$ cat config.mk
export PLATFORM = sky130hd
export DESIGN_NAME = dmem_arbiter
export DESIGN_NICKNAME = d
export VERILOG_FILES = /design/src/rtl/dmem_arbiter.sv
export SDC_FILE = /design/constraint.sdc
export NUM_CORES = 1
export LEC_CHECK = 0
export BUFFER_PORTS_ARGS = -buffer_cell sky130_fd_sc_hd__buf_4
export CAP_MARGIN = 0
export CORE_ASPECT_RATIO = 0.5
export CORE_UTILIZATION = 47
export DETAILED_ROUTE_END_ITERATION = 10
export PLACE_DENSITY = 0.86
export SYNTH_ARGS = -nofsm -noshare
export SYNTH_HDL_FRONTEND = slang
export SYNTH_SLANG_ARGS = --single-unit
$ cat constraint.sdc
create_clock -name clk -period 3.5 [get_ports clk]
set_input_delay 0.525 -clock clk [delete_from_list [all_inputs] [get_ports clk]]
set_output_delay 0.525 -clock clk [all_outputs]
set_load 0.005 [all_outputs]
$ cat src/rtl/dmem_arbiter.sv
// Two-core data-memory arbiter: round-robin grant onto one single-port RAM,
// same-address load merging, and fixed two-cycle read return per core.
module dmem_arbiter #(
  parameter int ADDR_W = 8,
  parameter int DATA_W = 16
) (
  input  logic              clk,
  input  logic              rstn,
  input  logic              c1_req,
  input  logic              c1_we,
  input  logic [15:0]       c1_AR,
  input  logic [DATA_W-1:0] c1_wdata,
  output logic              c1_ack,
  output logic              c1_rvalid,
  output logic [DATA_W-1:0] c1_rdata,
  input  logic              c2_req,
  input  logic              c2_we,
  input  logic [15:0]       c2_AR,
  input  logic [DATA_W-1:0] c2_wdata,
  output logic              c2_ack,
  output logic              c2_rvalid,
  output logic [DATA_W-1:0] c2_rdata,
  output logic [ADDR_W-1:0] mem_address,
  output logic [DATA_W-1:0] mem_data,
  output logic              mem_wren,
  input  logic [DATA_W-1:0] mem_q
);

  logic [1:0]        ack_q, ack_d;
  logic              last_q, last_d;
  logic [ADDR_W-1:0] addr_q, addr_d;
  logic [DATA_W-1:0] data_q, data_d;
  logic              wren_q, wren_d;
  logic [1:0]        vld_p0;
  logic [1:0]        vld_p1_q;
  logic [1:0]        vld_p2_q;
  logic [1:0]        rvalid_q;
  logic [DATA_W-1:0] rdata1_q;
  logic [DATA_W-1:0] rdata2_q;

  logic elig1, elig2, same_addr, merge, gnt1, gnt2;

  logic unused_addr_hi;
  assign unused_addr_hi = ^{c1_AR[15:ADDR_W], c2_AR[15:ADDR_W]};

  // last_q = 0: core 1 granted last; 1: core 2 granted last
  always_comb begin
    elig1     = c1_req & ~ack_q[0];
    elig2     = c2_req & ~ack_q[1];
    same_addr = (c1_AR[ADDR_W-1:0] == c2_AR[ADDR_W-1:0]);
    merge     = elig1 & elig2 & ~c1_we & ~c2_we & same_addr;
    gnt1      = elig1 & (~elig2 | merge |  last_q);
    gnt2      = elig2 & (~elig1 | merge | ~last_q);

    addr_d = addr_q;
    data_d = data_q;
    wren_d = 1'b0;
    last_d = last_q;
    ack_d  = {gnt2, gnt1};

    if (gnt1) begin
      addr_d = c1_AR[ADDR_W-1:0];
      data_d = c1_wdata;
      wren_d = c1_we;
    end else if (gnt2) begin
      addr_d = c2_AR[ADDR_W-1:0];
      data_d = c2_wdata;
      wren_d = c2_we;
    end

    // A merged read leaves the fairness pointer where it was
    if (gnt1 && !gnt2) begin
      last_d = 1'b0;
    end else if (gnt2 && !gnt1) begin
      last_d = 1'b1;
    end

    vld_p0 = {gnt2 & ~c2_we, gnt1 & ~c1_we};
  end

  always_ff @(posedge clk or negedge rstn) begin
    if (!rstn) begin
      ack_q    <= 2'b00;
      last_q   <= 1'b1;
      addr_q   <= '0;
      data_q   <= '0;
      wren_q   <= 1'b0;
      vld_p1_q <= 2'b00;
      vld_p2_q <= 2'b00;
      rvalid_q <= 2'b00;
      rdata1_q <= '0;
      rdata2_q <= '0;
    end else begin
      // grant stage: drive the RAM port and acknowledge
      ack_q    <= ack_d;
      last_q   <= last_d;
      addr_q   <= addr_d;
      data_q   <= data_d;
      wren_q   <= wren_d;
      vld_p1_q <= vld_p0;
      // RAM address capture stage
      vld_p2_q <= vld_p1_q;
      // return stage: mem_q is valid for the load granted two edges ago
      rvalid_q <= vld_p2_q;
      if (vld_p2_q[0]) begin
        rdata1_q <= mem_q;
      end
      if (vld_p2_q[1]) begin
        rdata2_q <= mem_q;
      end
    end
  end

  assign c1_ack      = ack_q[0];
  assign c2_ack      = ack_q[1];
  assign c1_rvalid   = rvalid_q[0];
  assign c2_rvalid   = rvalid_q[1];
  assign c1_rdata    = rdata1_q;
  assign c2_rdata    = rdata2_q;
  assign mem_address = addr_q;
  assign mem_data    = data_q;
  assign mem_wren    = wren_q;

endmodule

==> reports/results.tsv, run 1 <==
metric	value	unit
comb_power_share	0.336	
fin_tns_setup	0	ns
cts_buffers	9	
seq_power_share	0.382	
pin_count	147	
ys_types	30	
final_common_cell	buf_4	
placed_cell_area	4327	um^2
setup_violations	0	
core_area	6700	um^2
r2r-end	mem_address[5]$_DFFE_PN0P_	
clk_path_buf_depth	2	
drt-total-wl	8338	um
rows	21	
dp.final_hpwl	5510	um
status	finished clean	
crit_family	simple AND/OR/NAND/NOR gates	
fin_area	4629	um^2
synth_nets	379	
cts.sink_count	66	
cp_max_fo	8	
grt_max_degree	67	
dp_cells	500	
clkLatencyLatePin	0.33	ns
synth_cells	291	
end_kind	register	
tightest_slew	0.9309	ns
irDropWorstVdd	305.0	uV
path_class	reg2reg	
fin_nets	507	
drt_iter0_markers	240	
power	3.192	mW
crit_required	3.74	ns
critical_path.max_stage_delay	0.64	ns
path_clk_slew	0.06	ns
nFillCells	518	
drv_slew	0	
grt_pass1_wl	12960	um
layout_common_cells	buf_4, dfrtp_1, mux2_2	
final_util	0.6909	
syn-cell-area	3261	um^2
port-buffer-count	130	
cts_tree	done	
p_per_area	689.5	nW/um^2
max_cap_viol_count	0	
grt_pass1_vias	2653	
ys_warn_count	0	
vias	2796	
hold_buffers	0	
cp_num_buf_inv	0	
diodes	0	
synth_area_leaders	dfrtp_1, mux2_2, o211ai_1	
die_area	7295	um^2
r2r_slack	0.28	ns
ys_ff_latch	66	
clkPwrFrac	0.282	
synth_area_leader_cell	dfrtp_1	
post_drt_wl_per_cell	16.16	um
clock_skew	0.006027	ns
ant_nets	0	
internal_power	2.240	mW
final-hold-violation-count	0	
seq_area_frac_synth	0.5069	
vias_per_cell	5.419	
worstReg2RegStart	ack_q[0]$_DFF_PN0_	
rsz0062_at_grt	no	
area_growth	41.98	%
maxSlewHeadroom	0.3781	
instances_no_fill	516	
start_util	0.4866	
cp_data_arrival_time	3.46	ns
cp_slowest_cell	or4b_2	
grt_usage	0.2330	
die_x	119.8	um
dieHeight	60.90	um
layout-drive-gt1-share	0.4575	
fin_crit_sh	0.9198	
htree_levels	3	
cpMostUsedCell	nor4_4	
leakage	2.151	nW
grt-ovfl-total	0	
r2r_cells	9	
period_minus_slack	3.219	ns
grt_antenna_before_repair	0	
p_switching	0.9520	mW
swShare	0.2982	
min_path_type	in2async	
clockRootBuffer	clkbuf_16	
first_pass_iters	5	
max_freq	310.6	MHz
synth_top_area_frac	0.4988	
drc	0	
worstSetupStartpointType	register	
cts_resized	0	
postCtsSetupBuffers	0	
gp_congestion	0.8040	
synth_area_per_cell	11.20	um^2
critical_path.cell_chain	or3b_1 -> nor4_4 -> nand3_1 -> a21o_1 -> ha_2 -> or4b_2 -> nor4_4 -> nand4_1 -> o211ai_1	
## per-layer routing
layer  share of wire  global-route usage  vias up  wire length (um)
met4           0.014             0.07679        0               113
met3           0.043             0.06297       13               355
met5               0                   0        -                 0
li1                -                   -     1312                 -
met1            0.43              0.2812     1386              3583
met2            0.51              0.4187       85              4285
## flip-flops by register name, summed over array words and instances (netlist names)
signal	count
mem_address	8
last_q	1
vld_p2_q	2
ack_q	2
mem_wren	1
rvalid_q	2
c2_rdata	16
mem_data	16
c1_rdata	16
vld_p1_q	2
## power by group through the flow
stage / Combinational, mW / Sequential, mW / Clock, mW
floorplan: 0.476 / 1.22 / 0
finish: 1.07 / 1.22 / 0.899
global route: 1.17 / 1.26 / 0.956
CTS: 1.08 / 1.22 / 0.914
detailed placement: 1.08 / 1.23 / 0
global placement: 1.05 / 1.22 / 0
## worst max-delay path by stage
stage	from	endpoint	cells after the start
after floorplan	c2_we	mem_address[0]$_DFFE_PN0P_	9
after CTS	ack_q[0]$_DFF_PN0_	mem_address[5]$_DFFE_PN0P_	9
final	ack_q[0]$_DFF_PN0_	mem_address[5]$_DFFE_PN0P_	9
after detailed placement	c2_we	mem_address[5]$_DFFE_PN0P_	10
after global placement	c2_we	mem_address[0]$_DFFE_PN0P_	10
after global routing	ack_q[0]$_DFF_PN0_	mem_address[1]$_DFFE_PN0P_	9
## area by class of cell
type                       count  area [um^2]  area share
sequential                    66         1653      0.3570
clock buffer                   9        225.2     0.04865
tap                           92        115.1     0.02486
inverter                      26        97.59     0.02108
timing repair buffer         137         1028      0.2222
multi-input combinational    179         1433      0.3095
clock inverter                 7        77.57     0.01676
## Yosys cell counts
master and n:
o211ai_2 1, dfstp_2 1, ha_1 2, or4b_2 1
o211ai_1 23, dfrtp_1 65, inv_1 26, nor4b_1 8
clkbuf_1 17, a21o_1 2, nand3_1 1, and2_1 16
or3b_1 2, a22oi_1 16, a21oi_1 13, nor4_4 2
xor2_1 8, nand4_1 24, nor3b_1 1, o31ai_1 1
nand2_1 1, nor2b_1 17, mux2_2 32, mux2i_1 1
buf_2 1, nor4_2 1, nor2_1 3, a311o_2 1
buf_6 2, nand2b_1 2
## cells by family (layout without fill, tap and decap cells)
kind of cell | Yosys count | in the layout | synth area share
multiplexers | 33 | 33 | 0.1136
flip-flops | 66 | 66 | 0.5069
AO/OA/AOI/OAI | 57 | 57 | 0.1239
XOR/XNOR | 8 | 8 | 0.02149
adder cells (fa/ha/maj) | 2 | 2 | 0.007673
AND/OR/NAND/NOR | 79 | 79 | 0.1685
buffers and inverters | 46 | 179 | 0.05794
## stage by stage
stage | setup slack [ns] | hold slack, ns
global placement | 0.1146 | 0.3319
CTS | 0.2897 | 0.3297
finish | 0.2807 | 0.2872
detailed placement | 0.08081 | 0.3347
global route | 0.02665 | 0.3391
floorplan | 0.2437 | 0.2294
No activity file was read; power rests on OpenSTA's default activity.
==> run 2: changes to the inputs <==
--- a/config.mk
+++ b/config.mk
@@ -8,9 +8,10 @@
 export BUFFER_PORTS_ARGS = -buffer_cell sky130_fd_sc_hd__buf_4
 export CAP_MARGIN = 0
 export CORE_ASPECT_RATIO = 0.5
-export CORE_UTILIZATION = 47
+export CORE_UTILIZATION = 49
+export CTS_BUF_LIST = sky130_fd_sc_hd__clkbuf_4 sky130_fd_sc_hd__clkbuf_8
 export DETAILED_ROUTE_END_ITERATION = 10
-export PLACE_DENSITY = 0.86
+export PLACE_DENSITY = 0.89
 export SYNTH_ARGS = -nofsm -noshare
 export SYNTH_HDL_FRONTEND = slang
 export SYNTH_SLANG_ARGS = --single-unit
==> reports/results.tsv, run 2 (synthesis gave the netlist of run 1 again) <==
metric	value	unit	change
clkLatencyLatePin	0.33	ns	about the same
grt_antenna_before_repair	0		unchanged
r2r_cells	9		unchanged
cts_tree	done		unchanged
setup_violations	0		unchanged
vias	2869		was 2796
ant_nets	0		unchanged
start_util	0.5233		was 0.4866
hold_buffers	0		unchanged
area_growth	38.14	%	was 41.98%
drt_iter0_markers	220		was 240
path_clk_slew	0.08	ns	was 0.06 ns
crit_path_start	ack_q[0]$_DFF_PN0_		unchanged
clock_skew	0.007689	ns	was 0.006027 ns
pin_count	147		unchanged
instances_no_fill	513		was 516
cts_buffers	9		unchanged
gp_congestion	0.8086		was 0.8040
cp_data_arrival_time	3.45	ns	was 3.46 ns
final_common_cell	buf_4		unchanged
die_area	7004	um^2	was 7295 um^2
grt_util_met3	0.04866		was 0.06297
layout_common_cells	buf_4, dfrtp_1, mux2_2		unchanged
grtUsageMet2	0.4700		was 0.4187
drc	0		unchanged
grt_pass1_vias	2884		was 2653
met1_usage	0.2981		was 0.2812
cp-endpoint	mem_address[3]$_DFFE_PN0P_		was mem_address[5]$_DFFE_PN0P_
busiest_layer	met2		unchanged
period_minus_slack	3.204	ns	was 3.219 ns
htree_levels	3		unchanged
max_cap_viol_count	0		unchanged
fin_crit_sh	0.9154		was 0.9198
min_path_type	in2async		unchanged
cp_max_fo	8		unchanged
first_pass_iters	4		was 5
crit_required	3.74	ns	about the same
worstReg2RegStart	ack_q[0]$_DFF_PN0_		unchanged
p_per_area	638.9	nW/um^2	was 689.5 nW/um^2
drv_slew	0		unchanged
drt-total-wl	8561	um	was 8338 um
rsz0062_at_grt	no		unchanged
worstSetupStartpointType	register		unchanged
grt_max_degree	67		unchanged
irDropWorstVdd	259.4	uV	was 305.0 uV
vias_per_cell	5.593		was 5.419
cts.sink_count	66		unchanged
post_drt_wl_per_cell	16.69	um	was 16.16 um
postCtsSetupBuffers	0		unchanged
diodes	0		unchanged
clk_path_buf_depth	2		unchanged
dp_cells	497		was 500
end_kind	register		unchanged
rows	20		was 21
final-hold-violation-count	0		unchanged
power	2.878	mW	was 3.192 mW
r2r_slack	0.30	ns	was 0.28 ns
max_freq	312.1	MHz	was 310.6 MHz
clockRootBuffer	clkbuf_8		was clkbuf_16
port-buffer-count	130		unchanged
layout-drive-gt1-share	0.4565		was 0.4575
die_x	117.4	um	was 119.8 um
fin_tns_setup	0	ns	unchanged
r2r-end	mem_address[3]$_DFFE_PN0P_		was mem_address[5]$_DFFE_PN0P_
dp.final_hpwl	5887	um	was 5510 um
grt-ovfl-total	0		unchanged
dieHeight	59.68	um	was 60.90 um
grt_usage	0.2519		was 0.2330
cts_resized	0		unchanged
leakage	2.092	nW	was 2.151 nW
path_class	reg2reg		unchanged
grt_pass1_wl	13740	um	was 12960 um
status	finished clean		unchanged
maxSlewHeadroom	0.3708		was 0.3781
core_area	6231	um^2	was 6700 um^2
fin_nets	508		was 507
tightest_slew	0.9418	ns	was 0.9309 ns
-- run 2: worst max-delay path, stage by stage, from the launching register on --
cell      delay, ns
dfrtp_1        0.43
or3b_1         0.45
nor4_4         0.24
nand3_1        0.18
a21o_1         0.22
ha_1           0.22
or4b_2         0.65
nor4_4         0.41
nand4_1        0.17
o211ai_1       0.13
-- run 2: how the worst min path moves through the flow --
| stage | to | slack [ns] | cells past startpoint | from |
|---|---|---|---|---|
| 2_1_floorplan | ack_q[0]$_DFF_PN0_ | 0.23 | 0 | rstn |
| 3_3_place_gp | vld_p2_q[1]$_DFF_PN0_ | 0.33 | 0 | vld_p1_q[1]$_DFF_PN0_ |
| 3_5_place_dp | vld_p2_q[0]$_DFF_PN0_ | 0.34 | 0 | vld_p1_q[0]$_DFF_PN0_ |
| 4_1_cts | mem_data[9]$_DFFE_PN0P_ | 0.31 | 1 | rstn |
| 5_1_grt | mem_address[6]$_DFFE_PN0P_ | 0.34 | 1 | rstn |
| 6_report | mem_address[6]$_DFFE_PN0P_ | 0.26 | 1 | rstn |
-- run 2: final cells by class --
cell class | count | area [um^2]
Tap cell | 88 | 110.1
Fill cell | 434 | 1727
Timing Repair Buffer | 138 | 1036
Inverter | 26 | 97.59
Clock inverter | 7 | 53.80
Sequential cell | 66 | 1653
Multi-Input combinational cell | 179 | 1430
Clock buffer | 9 | 123.9
-- run 2: power breakdown --
part / total (mW) / internal, mW / leakage (nW) / switching, mW
Sequential: 1.22 / 1.04 / 0.798 / 0.173
Clock: 0.580 / 0.261 / 0.0822 / 0.318
Combinational: 1.08 / 0.638 / 1.21 / 0.443
Total: 2.88 / 1.94 / 2.09 / 0.934
-- run 2: per-stage QoR --
stage | util | instance area [um^2] | setup WS [ns] | hold slack (ns)
6_report | 0.7229 | 4504 | 0.2962 | 0.2635
5_1_grt | 0.7229 | 4504 | 0.1781 | 0.3379
4_1_cts | 0.7229 | 4504 | 0.3486 | 0.3113
3_5_place_dp | 0.6944 | 4327 | 0.1416 | 0.3394
3_3_place_gp | 0.6944 | 4327 | 0.2476 | 0.3323
2_1_floorplan | - | 3261 | 0.2437 | 0.2294
-- run 2: routing by layer --
| layer | vias to the layer above | wire length, um |
|---|---|---|
| li1 | 1315 | - |
| met2 | 119 | 4584 |
| met3 | 12 | 529 |
| met4 | 0 | 82 |
| met1 | 1423 | 3364 |
| met5 | - | 0 |
